### src/rtl/clear_engine_seq_if.sv
// Handshake/data bundle between the board register / piece control and clear_engine_seq.
// The master drives start and the snapshot. The slave (engine) returns the pass results.
interface clear_engine_seq_if #(
    parameter int ROWS    = 8,
    parameter int COLS    = 4,
    parameter int CNT_W   = $clog2(ROWS + 1),
    parameter int SCORE_W = 16
);
    logic                   start;
    logic [ROWS*COLS-1:0]   board_in;
    logic [1:0]             curr_piece;
    logic [ROWS*COLS-1:0]   board_out;
    logic                   busy;
    logic                   done;
    logic                   error;
    logic [CNT_W-1:0]       lines_cleared;
    logic [SCORE_W-1:0]     score;

    modport master (
        output start, board_in, curr_piece,
        input  board_out, busy, done, error, lines_cleared, score
    );

    modport slave (
        input  start, board_in, curr_piece,
        output board_out, busy, done, error, lines_cleared, score
    );
endinterface

### src/rtl/clear_engine_seq.sv
// Sequential line-clear and spawn engine: compacts full rows bottom-up, then spawns the next piece.
// Optional macro SCORE_EN builds a saturating cumulative score; otherwise score is tied to 0.
module clear_engine_seq #(
    parameter int ROWS      = 8,
    parameter int COLS      = 4,
    parameter int SPAWN_COL = 1,
    parameter int CNT_W     = $clog2(ROWS + 1),
    parameter int SCORE_W   = 16
) (
    input  logic                 clka,
    input  logic                 reset,
    clear_engine_seq_if.slave    bus
);
    localparam int N     = ROWS * COLS;
    localparam int PTR_W = (ROWS > 1) ? $clog2(ROWS) : 1;

    typedef enum logic [1:0] {S_IDLE, S_SCAN, S_SPAWN, S_DONE} state_t;

    state_t             r_state;
    state_t             w_next;

    logic [N-1:0]       r_board;
    logic [1:0]         r_piece;
    logic [PTR_W-1:0]   r_ptr;
    logic [CNT_W-1:0]   r_cnt;
    logic               r_err;

    logic [N-1:0]       r_board_out;
    logic               r_busy;
    logic               r_done;
    logic               r_error;
    logic [CNT_W-1:0]   r_lines;

    logic               w_row_full;
    logic [N-1:0]       w_shifted;
    logic [N-1:0]       w_mask;
    logic               w_collide;

    // ---------------- FSM ----------------
    always_ff @(posedge clka or posedge reset) begin
        if (reset) r_state <= S_IDLE;
        else       r_state <= w_next;
    end

    always_comb begin
        w_next = r_state;
        case (r_state)
            S_IDLE:  if (bus.start) w_next = S_SCAN;
            S_SCAN:  if (!w_row_full && r_ptr == '0) w_next = S_SPAWN;
            S_SPAWN: w_next = S_DONE;
            S_DONE:  w_next = S_IDLE;
            default: w_next = S_IDLE;
        endcase
    end

    // ---------------- datapath helpers ----------------
    assign w_row_full = &r_board[r_ptr*COLS +: COLS];

    // Rows above ptr slide down one; row 0 refills with zeros.
    always_comb begin
        w_shifted = r_board;
        for (int r = 0; r < ROWS; r++) begin
            if (r == 0)
                w_shifted[r*COLS +: COLS] = '0;
            else if (PTR_W'(r) <= r_ptr)
                w_shifted[r*COLS +: COLS] = r_board[(r-1)*COLS +: COLS];
        end
    end

    always_comb begin
        w_mask = '0;
        w_mask[SPAWN_COL] = 1'b1;
        case (r_piece)
            2'b01: w_mask[SPAWN_COL+1] = 1'b1;
            2'b10: begin
                w_mask[SPAWN_COL+1]      = 1'b1;
                w_mask[COLS+SPAWN_COL]   = 1'b1;
                w_mask[COLS+SPAWN_COL+1] = 1'b1;
            end
            2'b11: begin
                w_mask[COLS+SPAWN_COL]   = 1'b1;
                w_mask[COLS+SPAWN_COL+1] = 1'b1;
            end
            default: ;
        endcase
    end

    assign w_collide = |(w_mask & r_board);

    // ---------------- working and result registers ----------------
    always_ff @(posedge clka or posedge reset) begin
        if (reset) begin
            r_board     <= '0;
            r_piece     <= '0;
            r_ptr       <= '0;
            r_cnt       <= '0;
            r_err       <= 1'b0;
            r_board_out <= '0;
            r_busy      <= 1'b0;
            r_done      <= 1'b0;
            r_error     <= 1'b0;
            r_lines     <= '0;
        end else begin
            r_done <= 1'b0;
            case (r_state)
                S_IDLE: if (bus.start) begin
                    r_board <= bus.board_in;
                    r_piece <= bus.curr_piece;
                    r_ptr   <= PTR_W'(ROWS - 1);
                    r_cnt   <= '0;
                    r_busy  <= 1'b1;
                end
                S_SCAN: begin
                    // A cleared row keeps ptr so the row that fell into it is rechecked.
                    if (w_row_full) begin
                        r_board <= w_shifted;
                        r_cnt   <= r_cnt + CNT_W'(1);
                    end else if (r_ptr != '0) begin
                        r_ptr   <= r_ptr - PTR_W'(1);
                    end
                end
                S_SPAWN: begin
                    r_err <= w_collide;
                    if (!w_collide) r_board <= r_board | w_mask;
                end
                S_DONE: begin
                    r_board_out <= r_board;
                    r_lines     <= r_cnt;
                    r_error     <= r_err;
                    r_done      <= 1'b1;
                    r_busy      <= 1'b0;
                end
                default: ;
            endcase
        end
    end

`ifdef SCORE_EN
    logic [SCORE_W-1:0] r_score;
    logic [SCORE_W-1:0] w_inc;
    logic [SCORE_W:0]   w_sum;

    always_comb begin
        w_inc = '0;
        if (r_cnt >= CNT_W'(4)) w_inc = SCORE_W'(8);
        else begin
            case (r_cnt[1:0])
                2'd1:    w_inc = SCORE_W'(1);
                2'd2:    w_inc = SCORE_W'(3);
                2'd3:    w_inc = SCORE_W'(5);
                default: w_inc = '0;
            endcase
        end
    end

    assign w_sum = {1'b0, r_score} + {1'b0, w_inc};

    always_ff @(posedge clka or posedge reset) begin
        if (reset)                  r_score <= '0;
        else if (r_state == S_DONE) r_score <= w_sum[SCORE_W] ? '1 : w_sum[SCORE_W-1:0];
    end

    assign bus.score = r_score;
`else
    assign bus.score = '0;
`endif

    assign bus.board_out     = r_board_out;
    assign bus.busy          = r_busy;
    assign bus.done          = r_done;
    assign bus.error         = r_error;
    assign bus.lines_cleared = r_lines;

endmodule

### src/flat_wrapper.sv
// flat-port wrapper written by rule: the top's interface ports become plain ports
module clear_engine_seq_flat 
#(
    parameter int ROWS      = 8,
    parameter int COLS      = 4,
    parameter int SPAWN_COL = 1,
    parameter int CNT_W     = $clog2(ROWS + 1),
    parameter int SCORE_W   = 16
)
  (clka, reset, bus_start, bus_board_in, bus_curr_piece, bus_board_out, bus_busy, bus_done, bus_error, bus_lines_cleared, bus_score);
  clear_engine_seq_if #(.ROWS(ROWS), .COLS(COLS), .CNT_W(CNT_W), .SCORE_W(SCORE_W)) bus_i ();
  input  logic clka;
  input  logic reset;
  input wire logic [$bits(bus_i.start)-1:0] bus_start;
  input wire logic [$bits(bus_i.board_in)-1:0] bus_board_in;
  input wire logic [$bits(bus_i.curr_piece)-1:0] bus_curr_piece;
  output wire logic [$bits(bus_i.board_out)-1:0] bus_board_out;
  output wire logic [$bits(bus_i.busy)-1:0] bus_busy;
  output wire logic [$bits(bus_i.done)-1:0] bus_done;
  output wire logic [$bits(bus_i.error)-1:0] bus_error;
  output wire logic [$bits(bus_i.lines_cleared)-1:0] bus_lines_cleared;
  output wire logic [$bits(bus_i.score)-1:0] bus_score;
  assign bus_i.start = bus_start;
  assign bus_i.board_in = bus_board_in;
  assign bus_i.curr_piece = bus_curr_piece;
  assign bus_board_out = bus_i.board_out;
  assign bus_busy = bus_i.busy;
  assign bus_done = bus_i.done;
  assign bus_error = bus_i.error;
  assign bus_lines_cleared = bus_i.lines_cleared;
  assign bus_score = bus_i.score;
  clear_engine_seq #(.ROWS(ROWS), .COLS(COLS), .SPAWN_COL(SPAWN_COL), .CNT_W(CNT_W), .SCORE_W(SCORE_W)) u_core (.clka(clka), .reset(reset), .bus(bus_i));
endmodule
### config.mk
export PLATFORM = sky130hd
export DESIGN_NAME = clear_engine_seq_flat
export DESIGN_NICKNAME = d
export VERILOG_FILES = /design/src/rtl/clear_engine_seq_if.sv /design/src/rtl/clear_engine_seq.sv /design/src/flat_wrapper.sv
export SDC_FILE = /design/constraint.sdc
export NUM_CORES = 1
export LEC_CHECK = 0
export CAP_MARGIN = 10
export CORE_UTILIZATION = 43
export DETAILED_ROUTE_END_ITERATION = 8
export PLACE_DENSITY_LB_ADDON = 0.3
export SYNTH_ARGS = -nofsm -noshare
export SYNTH_HDL_FRONTEND = slang
export SYNTH_SLANG_ARGS = --single-unit
### constraint.sdc
create_clock -name clka -period 3.4 [get_ports clka]
set_clock_uncertainty 0.05 [all_clocks]
set_input_delay 0.51 -clock clka [delete_from_list [all_inputs] [get_ports clka]]
set_output_delay 0.51 -clock clka [all_outputs]
set_load 0.05 [all_outputs]
## Yosys cells after proc, flatten, opt, wreduce, memory -nomap -nowiden

Cells that the tools add are included.

| word-level totals | value |
|---|---|
| bits in latches | 0 |
| memory bits (writable) | 0 |
| input port bits | 37 |
| register bits | 83 |
| word-level logic and storage cells | 100 |
| output and inout port bits | 55 |
| memories kept | 0 |
| memory bits (read-only) | 0 |

| cells by class | value |
|---|---|
| multipliers | 0 |
| bitwise operators | 2 |
| shift operators | 1 |
| add/sub/neg operators | 2 |
| eq/ne operators | 19 |
| order comparisons | 7 |
| div/mod/pow operators | 0 |
| muxes and demuxes | 26 |
| reductions and logical operators | 25 |

Operators by type and width:

| cell | count |
|---|---|
| $mux 32 | 3 |
| $pmux 32 s3 | 1 |
| $mux 4 | 9 |
| $reduce_and 5->1 | 7 |
| $and 7x32->32 | 1 |
| $or 32x7->32 | 1 |
| $reduce_or 32->1 | 1 |
| $shiftx 32x6->4 | 1 |
| $ne 2x1->1 const B | 10 |
| $le 3x3->1 const A | 4 |
| $reduce_and 4->1 | 3 |
| $mux 3 | 3 |
| $eq 2x2->1 const B | 4 |
| $pmux 2 s4 | 1 |
| $pmux 4 s2 | 1 |
| $le 2x3->1 const A | 2 |
| $mux 2 | 3 |
| $ne 2x2->1 const B | 3 |
| $pmux 3 s2 | 1 |
| $reduce_and 2->1 | 3 |
| $reduce_bool 3->1 | 2 |
| $add 4x1->4 const B | 1 |
| $eq 2x1->1 const B | 2 |
| $reduce_bool 2->1 | 2 |
| 10 further kinds | 13 |

## Depth between registers and ports, before layout

Gate-level depths: netlist of run 1.

| logic depth | value |
|---|---|
| depth after elaboration | 7 |
| gate-level depth with buffers | 8 |
| mapped depth without buffers | 8 |

## Worst setup path before layout of run 1

Ideal clock, no wire load.

| timing path | value |
|---|---|
| path kind | register -> register |
| start | register u_core.r_ptr[0] |
| end | register u_core.r_board[12] |
| path buffers | 1 |
| period minus slack after synthesis | 2.168 ns |
| required time | 3.225 ns |
| setup time | 0.125 ns |
| path slack | 1.232 ns |
| cell stages (with the launch flop) | 8 |
| arrival | 1.993 ns |
| cell sequence | dfrtp_1 > inv_2 > mux2i_1 > o32ai_2 > or2_1 > buf_6 > a211o_4 > mux2_4 |

| between the ends | value |
|---|---|
| cells in the longest elaborated chain, start to end | 4 |
| elaborated cells between the ends (all ways) | 6 |
| those cells by class | 1 x order compare; 2 x eq/ne; 1 x shift; 2 x reduce/logical |

Ends and longest elaborated chain:

| element | line | RTL |
|---|---|---|
| start: declaration | clear_engine_seq.sv:24 | `logic [PTR_W-1:0] r_ptr;` |
| start signal: assignment | clear_engine_seq.sv:109 | `r_ptr <= PTR_W'(ROWS - 1);` |
| start signal: assignment | clear_engine_seq.sv:119 | `r_ptr <= r_ptr - PTR_W'(1);` |
| $shiftx 32x6->4 | clear_engine_seq.sv:57 | `assign w_row_full = &r_board[r_ptr*COLS +: COLS];` |
| $reduce_and 4->1 | clear_engine_seq.sv:57 |  |
| $ne 2x1->1 (no line) | -- |  |
| $reduce_and 5->1 (no line) * | -- |  |
| end signal: assignment | clear_engine_seq.sv:107 | `r_board <= bus.board_in;` |
| end signal: assignment | clear_engine_seq.sv:116 | `r_board <= w_shifted;` |
| end signal: assignment | clear_engine_seq.sv:124 | `if (!w_collide) r_board <= r_board \| w_mask;` |
| end: declaration | clear_engine_seq.sv:22 | `logic [N-1:0] r_board;` |

Every way passes the cells marked *; elsewhere a longest branch is shown, timed or not.
A chain may end at the register's enable or synchronous reset.

## Final worst setup path of run 1

| timing path | value |
|---|---|
| start | register u_core.r_state[0] |
| end | register u_core.r_board[24] |

| between the ends | value |
|---|---|
| cells in the longest elaborated chain, start to end | 3 |
| elaborated cells between the ends (all ways) | 10 |
| those cells by class | 6 x eq/ne; 1 x mux; 3 x reduce/logical |

Ends and longest elaborated chain:

| element | line | RTL |
|---|---|---|
| start: declaration | clear_engine_seq.sv:19 | `state_t r_state;` |
| start signal: assignment | clear_engine_seq.sv:42 | `else r_state <= w_next;` |
| $eq 2x1->1 (tied with other cells) | clear_engine_seq.sv:105 | `case (r_state)` |
| $ne 2x1->1 (no line) (tied with other cells) | -- |  |
| $reduce_and 5->1 (no line) | -- |  |

Several ways; a longest one is shown, not always the timed one.

==> results of run 1 <==
[layout by cell type (no fill, tap or decap), drive strengths merged, types with 3 or more instances in the layout]
cell,n
inv,27
ha,12
clkdlybuf4s50,75
conb,16
o21ai,25
mux2,62
nand4,8
nand3,27
nand2b,5
nor2b,14
a31oi,20
a21oi,15
dfrtp,83
clkbuf,11
nand2,14
buf,6
clkinv,4
mux2i,6
o22a,3
nor3,3
o31ai,6
nor2,12
[metal layers]
layer  routed length [microns]  GRT usage [%]
met2                      4780           31.8
met5                         0              0
met3                       406           3.97
met1                      4310           26.1
met4                       126           5.16
[worst paths after layout]
kind                                               start                  endpoint  slack (ns)
worst max-delay path                   u_core.r_state[0]        u_core.r_board[24]        0.84
worst max register to register         u_core.r_state[0]        u_core.r_board[24]        0.84
max in group asynchronous                          reset           u_core.r_ptr[2]        2.20
min in group clka               u_core.bus.board_out[10]  u_core.bus.board_out[10]        0.46
worst min-delay path                               reset   u_core.bus.board_out[2]        0.44
worst min register to register  u_core.bus.board_out[10]  u_core.bus.board_out[10]        0.46
[through the flow]
step	area (sq um)	total power, W	hold slack (ns)	worst slack, ns
6_report	5320	0.00612	0.437	0.836
5_1_grt	5320	0.00652	0.477	0.727
4_1_cts	5320	0.00614	0.445	0.864
3_5_place_dp	5160	0.00551	0.446	0.785
3_3_place_gp	5160	0.00540	0.442	0.883
2_1_floorplan	4390	0.00453	0.426	0.703
[registers in the layout (all words and copies together), names as in the netlist]
register	count
u_core.r_err	1
u_core.r_piece	2
u_core.r_ptr	3
u_core.r_cnt	4
u_core.r_state	2
u_core.bus.board_out	32
u_core.bus.done	1
u_core.bus.busy	1
u_core.bus.error	1
u_core.bus.lines_cleared	4
u_core.r_board	32
[area by class of cell]
type                            instances  area, sq um
Clock buffer                           11          131
Clock inverter                          5         30.0
Fill cell                             872         4450
Inverter                               28          106
Multi-Input combinational cell        271         2000
Sequential cell                        83         2080
Tap cell                              133          166
Timing Repair Buffer                   81          808
[kinds of logic (layout without fill, tap and decap cells)]
family,count (synthesis),after routing,synth area share (%)
AND/OR/NAND/NOR,89,89,10.5
AO/OA/AOI/OAI,85,85,12.6
XOR/XNOR,1,1,0.202
multiplexers,68,68,17.9
buffers and inverters,66,125,7.28
adder cells (fa/ha/maj),12,12,3.47
other,1,16,0.0866
flip-flops,83,83,48.0
[critical path, delay by kind of cell (launching register included)]
| kind | cells | cell delay, ns |
|---|---|---|
| and+or+nand+nor | 5 | 0.93 |
| DFF | 1 | 0.43 |
| muxes | 1 | 0.38 |
| buffers and inverters | 2 | 0.32 |
| adders and majority gates | 1 | 0.32 |
[power by group through the flow]
stage | Clock [W] | Sequential (W) | Combinational, W
after global placement | 0 | 0.00188 | 0.00352
after CTS | 0.000632 | 0.00188 | 0.00363
final | 0.000618 | 0.00189 | 0.00362
after global routing | 0.000678 | 0.00195 | 0.00389
after detailed placement | 0 | 0.00190 | 0.00361
after floorplan | 0 | 0.00247 | 0.00206
==> flow_metrics.env, run 1 <==
export IMPL_slowest_delay_ns=0.43
export IMPL_grt_pass1_wl_microns=15500
export IMPL_final_hold_viol_count=0
export IMPL_drcViolationCount=0
export IMPL_antenna_found_initial=0
export IMPL_grt_pass1_vias=3140
export IMPL_slowest_stage="dfrtp_1"
export IMPL_drtPass1Iterations=5
export IMPL_clockPowerShare_pct=10.1
export IMPL_start_kind="register"
export IMPL_final_util_pct=54.4
export IMPL_netlist_area_sq_mm=0.00433
export IMPL_max_slew_margin_pct=38.3
export IMPL_end_kind="register"
export IMPL_routedWlPerCell_microns=15.7
export IMPL_layout_drive_gt1_share_pct=18.4
export IMPL_rsz0062_at_grt="false"
export IMPL_powerDensity_mw_per_mm2=1150
export IMPL_port_buffers=75
export IMPL_ys_ff_latch=83
export IMPL_ant_nets=0
export IMPL_clockBufferDepth=2
export IMPL_netlist_top_cell_by_area="dfrtp_1"
export IMPL_swShare_pct=47.5
export IMPL_timing_fmax_mhz=390
export IMPL_start_util_pct=44.3
export IMPL_ys_async_sr_fraction_pct=100
export IMPL_gp_congestion=0.882
export IMPL_antenna_cells=0
export IMPL_hold_buffers=0
export IMPL_synth_cell_types=42
export IMPL_fin_cells=612
export IMPL_clkSlewWorstSetupHoldPaths_ns=0.09
export IMPL_cts_root_buffer="clkbuf_8"
export IMPL_track_usage_pct=19.3
export IMPL_path_max_fanout=20
export IMPL_die_h_microns=102
export IMPL_hpwlAfterDp_microns=6870
export IMPL_synth_most_common_cell="dfrtp_1"
export IMPL_nets=523
export IMPL_r2r_cells=9
export IMPL_dp_cells=596
export IMPL_period_share_pct=75.4
export IMPL_cp_required_ns=3.58
export IMPL_drt_iter0_markers=216
export IMPL_post_cts_buffers=0
export IMPL_setup_violations_final=0
export IMPL_arrival_ns=2.74
export IMPL_p_switching_w=0.00291
export IMPL_synth_flop_cell="dfrtp_1"
export IMPL_grt_ovfl_total=0
export IMPL_rows=36
export IMPL_maxCapViolCount=0
export IMPL_dieArea_sq_mm=0.0105
export IMPL_syn_area_per_cell_sq_um=10.7
export IMPL_clock_sink_count=83
export IMPL_drt_total_wl_microns=9620
export IMPL_grt_max_degree=58
export IMPL_netlist_instances=405
export IMPL_power_internal_w=0.00321
export IMPL_cts_resized=0
export IMPL_ys_top_cells_by_count="dfrtp_1, mux2_2, inv_1, nand3_1, o21ai_0"
export IMPL_slew_viol_final=0
export IMPL_die_w_microns=102
export IMPL_htree_levels=3
export IMPL_yosys_warnings=0
export IMPL_comb_power_share_pct=59.1
export IMPL_ios=92
export IMPL_p_leak_nw=2.34
export IMPL_vias=3292
export IMPL_worstSetupPathType="register to register"
export IMPL_syn2layout_area_growth_pct=22.9
export IMPL_status="finished clean"
export IMPL_max_slew_worst_pin_slew_ns=0.917
export IMPL_synth_edf_count=0
export IMPL_clkLatencyLatePin_ns=0.35
export IMPL_netlist_area_leader_share_pct=48.0
export IMPL_synthTopCellsByArea="dfrtp_1, mux2_2, ha_1"
export IMPL_yosysSeqAreaShare_pct=48.0
export IMPL_viasPerCell=5.38
export IMPL_seqPwrFrac_pct=30.8
export IMPL_ir_worst_vdd_uv=605
export IMPL_fin_setup_tns_ns=0
export IMPL_cts_buffers_inserted=9
export IMPL_worst_hold_path_type="primary input to asynchronous set/reset pin"
export IMPL_cts_tree="done"
export IMPL_core_area_sq_mm=0.00977
export IMPL_post_route_min_period_ns=2.56
export IMPL_crit_chain="inv_1, ha_1, nor2b_1, nor3_2, buf_4, nand3_1, nor3_1, nor2_1, mux2_2"
(Power assumes the default switching activity.)
==> inputs of run 2 (changes only) <==
==> constraint.sdc (replaced) <==
create_clock -name clka -period 2.3 [get_ports clka]
set_clock_uncertainty 0.05 [all_clocks]
set_input_delay 0.345 -clock clka [delete_from_list [all_inputs] [get_ports clka]]
set_output_delay 0.345 -clock clka [all_outputs]
set_load 0.05 [all_outputs]
==> run 2 against run 1 <==
Net effect: via count rose by 3.1%; setup slack got worse by 0.74 ns; wire length rose by 6.2%; worst hold slack got worse by 0.12 ns; maximum frequency rose by 16%; combinational power rose by 62%; clock power rose by 60%; sequential share of layout area fell by 1.7 points; register-to-register slack got worse by 0.74 ns; die area did not move; power rose by 56%; largest power group unchanged; highest routed layer unchanged.
==> flow_metrics.env, run 2 (synthesized netlist as in run 1, its figures left out) <==
export IMPL_worst_hold_path_type="primary input to asynchronous set/reset pin"
export IMPL_status="finished clean"
export IMPL_rsz0062_at_grt="false"
export IMPL_syn2layout_area_growth_pct=28.6
export IMPL_hold_buffers=0
export IMPL_fin_area_sq_mm=0.00557
export IMPL_dieArea_sq_mm=0.0105
export IMPL_final_hold_viol_count=0
export IMPL_nFillCells=885
export IMPL_cp_required_ns=2.49
export IMPL_viasPerCell=5.37
export IMPL_clockBufferDepth=2
export IMPL_ir_worst_vdd_uv=851
export IMPL_track_usage_pct=21.0
export IMPL_post_cts_buffers=0
export IMPL_drt_iter0_markers=201
export IMPL_powerDensity_mw_per_mm2=1720
export IMPL_multiInputGateArea_sq_mm=0.00205
export IMPL_slew_viol_final=0
export IMPL_regArea_sq_mm=0.00208
export IMPL_grt_pass1_wl_microns=16800
export IMPL_cts_tree="done"
export IMPL_post_route_min_period_ns=2.21
export IMPL_placed_area_sq_mm=0.00535
export IMPL_mostFrequentLayoutCell="dfrtp_1"
export IMPL_grt_max_degree=64
export IMPL_ant_nets=0
export IMPL_core_area_sq_mm=0.00977
export IMPL_max_slew_worst_pin_slew_ns=0.559
export IMPL_maxCapViolCount=0
export IMPL_comb_power_share_pct=61.2
export IMPL_p_leak_nw=2.46
export IMPL_worstSetupPathType="register to register"
export IMPL_clkSlewWorstSetupHoldPaths_ns=0.08
export IMPL_port_buffers=75
export IMPL_swShare_pct=46.3
export IMPL_clkLatencyLatePin_ns=0.35
export IMPL_power_internal_w=0.00514
export IMPL_r2r_cells=6
export IMPL_rows=36
export IMPL_layout_drive_gt1_share_pct=23.8
export IMPL_end_kind="register"
export IMPL_drcViolationCount=0
export IMPL_cts_root_buffer="clkbuf_8"
export IMPL_routedWlPerCell_microns=16.2
export IMPL_p_switching_w=0.00443
export IMPL_timing_fmax_mhz=453
export IMPL_drt_total_wl_microns=10200
export IMPL_die_h_microns=102
export IMPL_cts_buffers_inserted=9
export IMPL_start_kind="register"
export IMPL_hpwlAfterDp_microns=7400
export IMPL_gp_congestion=0.916
export IMPL_fin_setup_tns_ns=0
export IMPL_ios=92
export IMPL_r2r_start="u_core.r_ptr[0]"
export IMPL_period_share_pct=96.0
export IMPL_nets=546
export IMPL_arrival_ns=2.40
export IMPL_seqPwrFrac_pct=28.4
export IMPL_path_max_fanout=8
export IMPL_max_slew_margin_pct=62.4
export IMPL_r2r_slack_ns=0.09
export IMPL_setup_violations_final=0
export IMPL_antenna_cells=0
export IMPL_start_util_pct=44.3
export IMPL_grt_pass1_vias=3370
export IMPL_vias=3394
export IMPL_htree_levels=3
export IMPL_r2r_end="u_core.r_board[14]"
export IMPL_drtPass1Iterations=4
export IMPL_die_w_microns=102
export IMPL_most_common_layout_cells="dfrtp_1, clkdlybuf4s50_1, mux2_2"
export IMPL_final_util_pct=57.0
export IMPL_antenna_found_initial=0
export IMPL_clock_sink_count=83
export IMPL_grt_ovfl_total=0
export IMPL_clockPowerShare_pct=10.3
run 2: worst max-delay path, cell delays in order (launching register included):
cell and delay, ns:
dfrtp_2 0.47, inv_4 0.14, mux2i_4 0.27, o32ai_4 0.15
or2_1 0.31, a211o_4 0.41, mux2_4 0.31
run 2: power by group through the flow:
| stage | combinational [W] | sequential (W) | clock (W) |
|---|---|---|---|
| final | 0.00586 | 0.00272 | 0.000988 |
| after floorplan | 0.00304 | 0.00365 | 0 |
| after CTS | 0.00579 | 0.00272 | 0.00100 |
| after global routing | 0.00629 | 0.00283 | 0.00106 |
| after global placement | 0.00565 | 0.00272 | 0 |
| after detailed placement | 0.00577 | 0.00274 | 0 |
run 2: through the flow:
stage	hold WS, ns	worst slack [ns]	total power [W]	cells
after global placement	0.441	0.0831	0.00837	619
after CTS	0.320	-0.00507	0.00951	632
final	0.315	0.0923	0.00958	632
after detailed placement	0.445	-0.00904	0.00850	619
after global routing	0.354	0.00691	0.0102	632
after floorplan	0.426	0.132	0.00670	420
run 2: metal layers:
metal | share of wire, % | global-route usage [%] | wire [microns]
met4 | 1.9 | 7.14 | 197
met5 | 0 | 0 | 0
met3 | 4.9 | 4.31 | 497
met2 | 48 | 34.0 | 4900
met1 | 45 | 28.2 | 4620
run 2: worst max path at each step:
stage,start,endpoint,slack (ns),depth (start not counted)
floorplan,u_core.r_ptr[0],u_core.r_board[12],0.13,7
global placement,bus_start,u_core.r_board[13],0.08,6
detailed placement,u_core.r_ptr[0],u_core.r_board[6],-0.009,7
CTS,u_core.r_ptr[0],u_core.r_board[17],-0.005,6
global route,u_core.r_state[0],u_core.r_board[31],0.007,7
finish,u_core.r_ptr[0],u_core.r_board[14],0.09,6
run 2: area by class of cell:
class / count / area share (%)
multi-input combinational: 271 / 36.8
inverter: 28 / 2.00
tap: 133 / 2.99
clock buffer: 9 / 2.22
clock inverter: 4 / 0.809
timing repair buffer: 104 / 17.8
sequential: 83 / 37.3
run 2: repair_timing:
item | 4_1_cts | 5_1_grt
gates resized for setup | 1 | 11
gates cloned | 0 | 0
setup endpoints to repair | 3 | 34
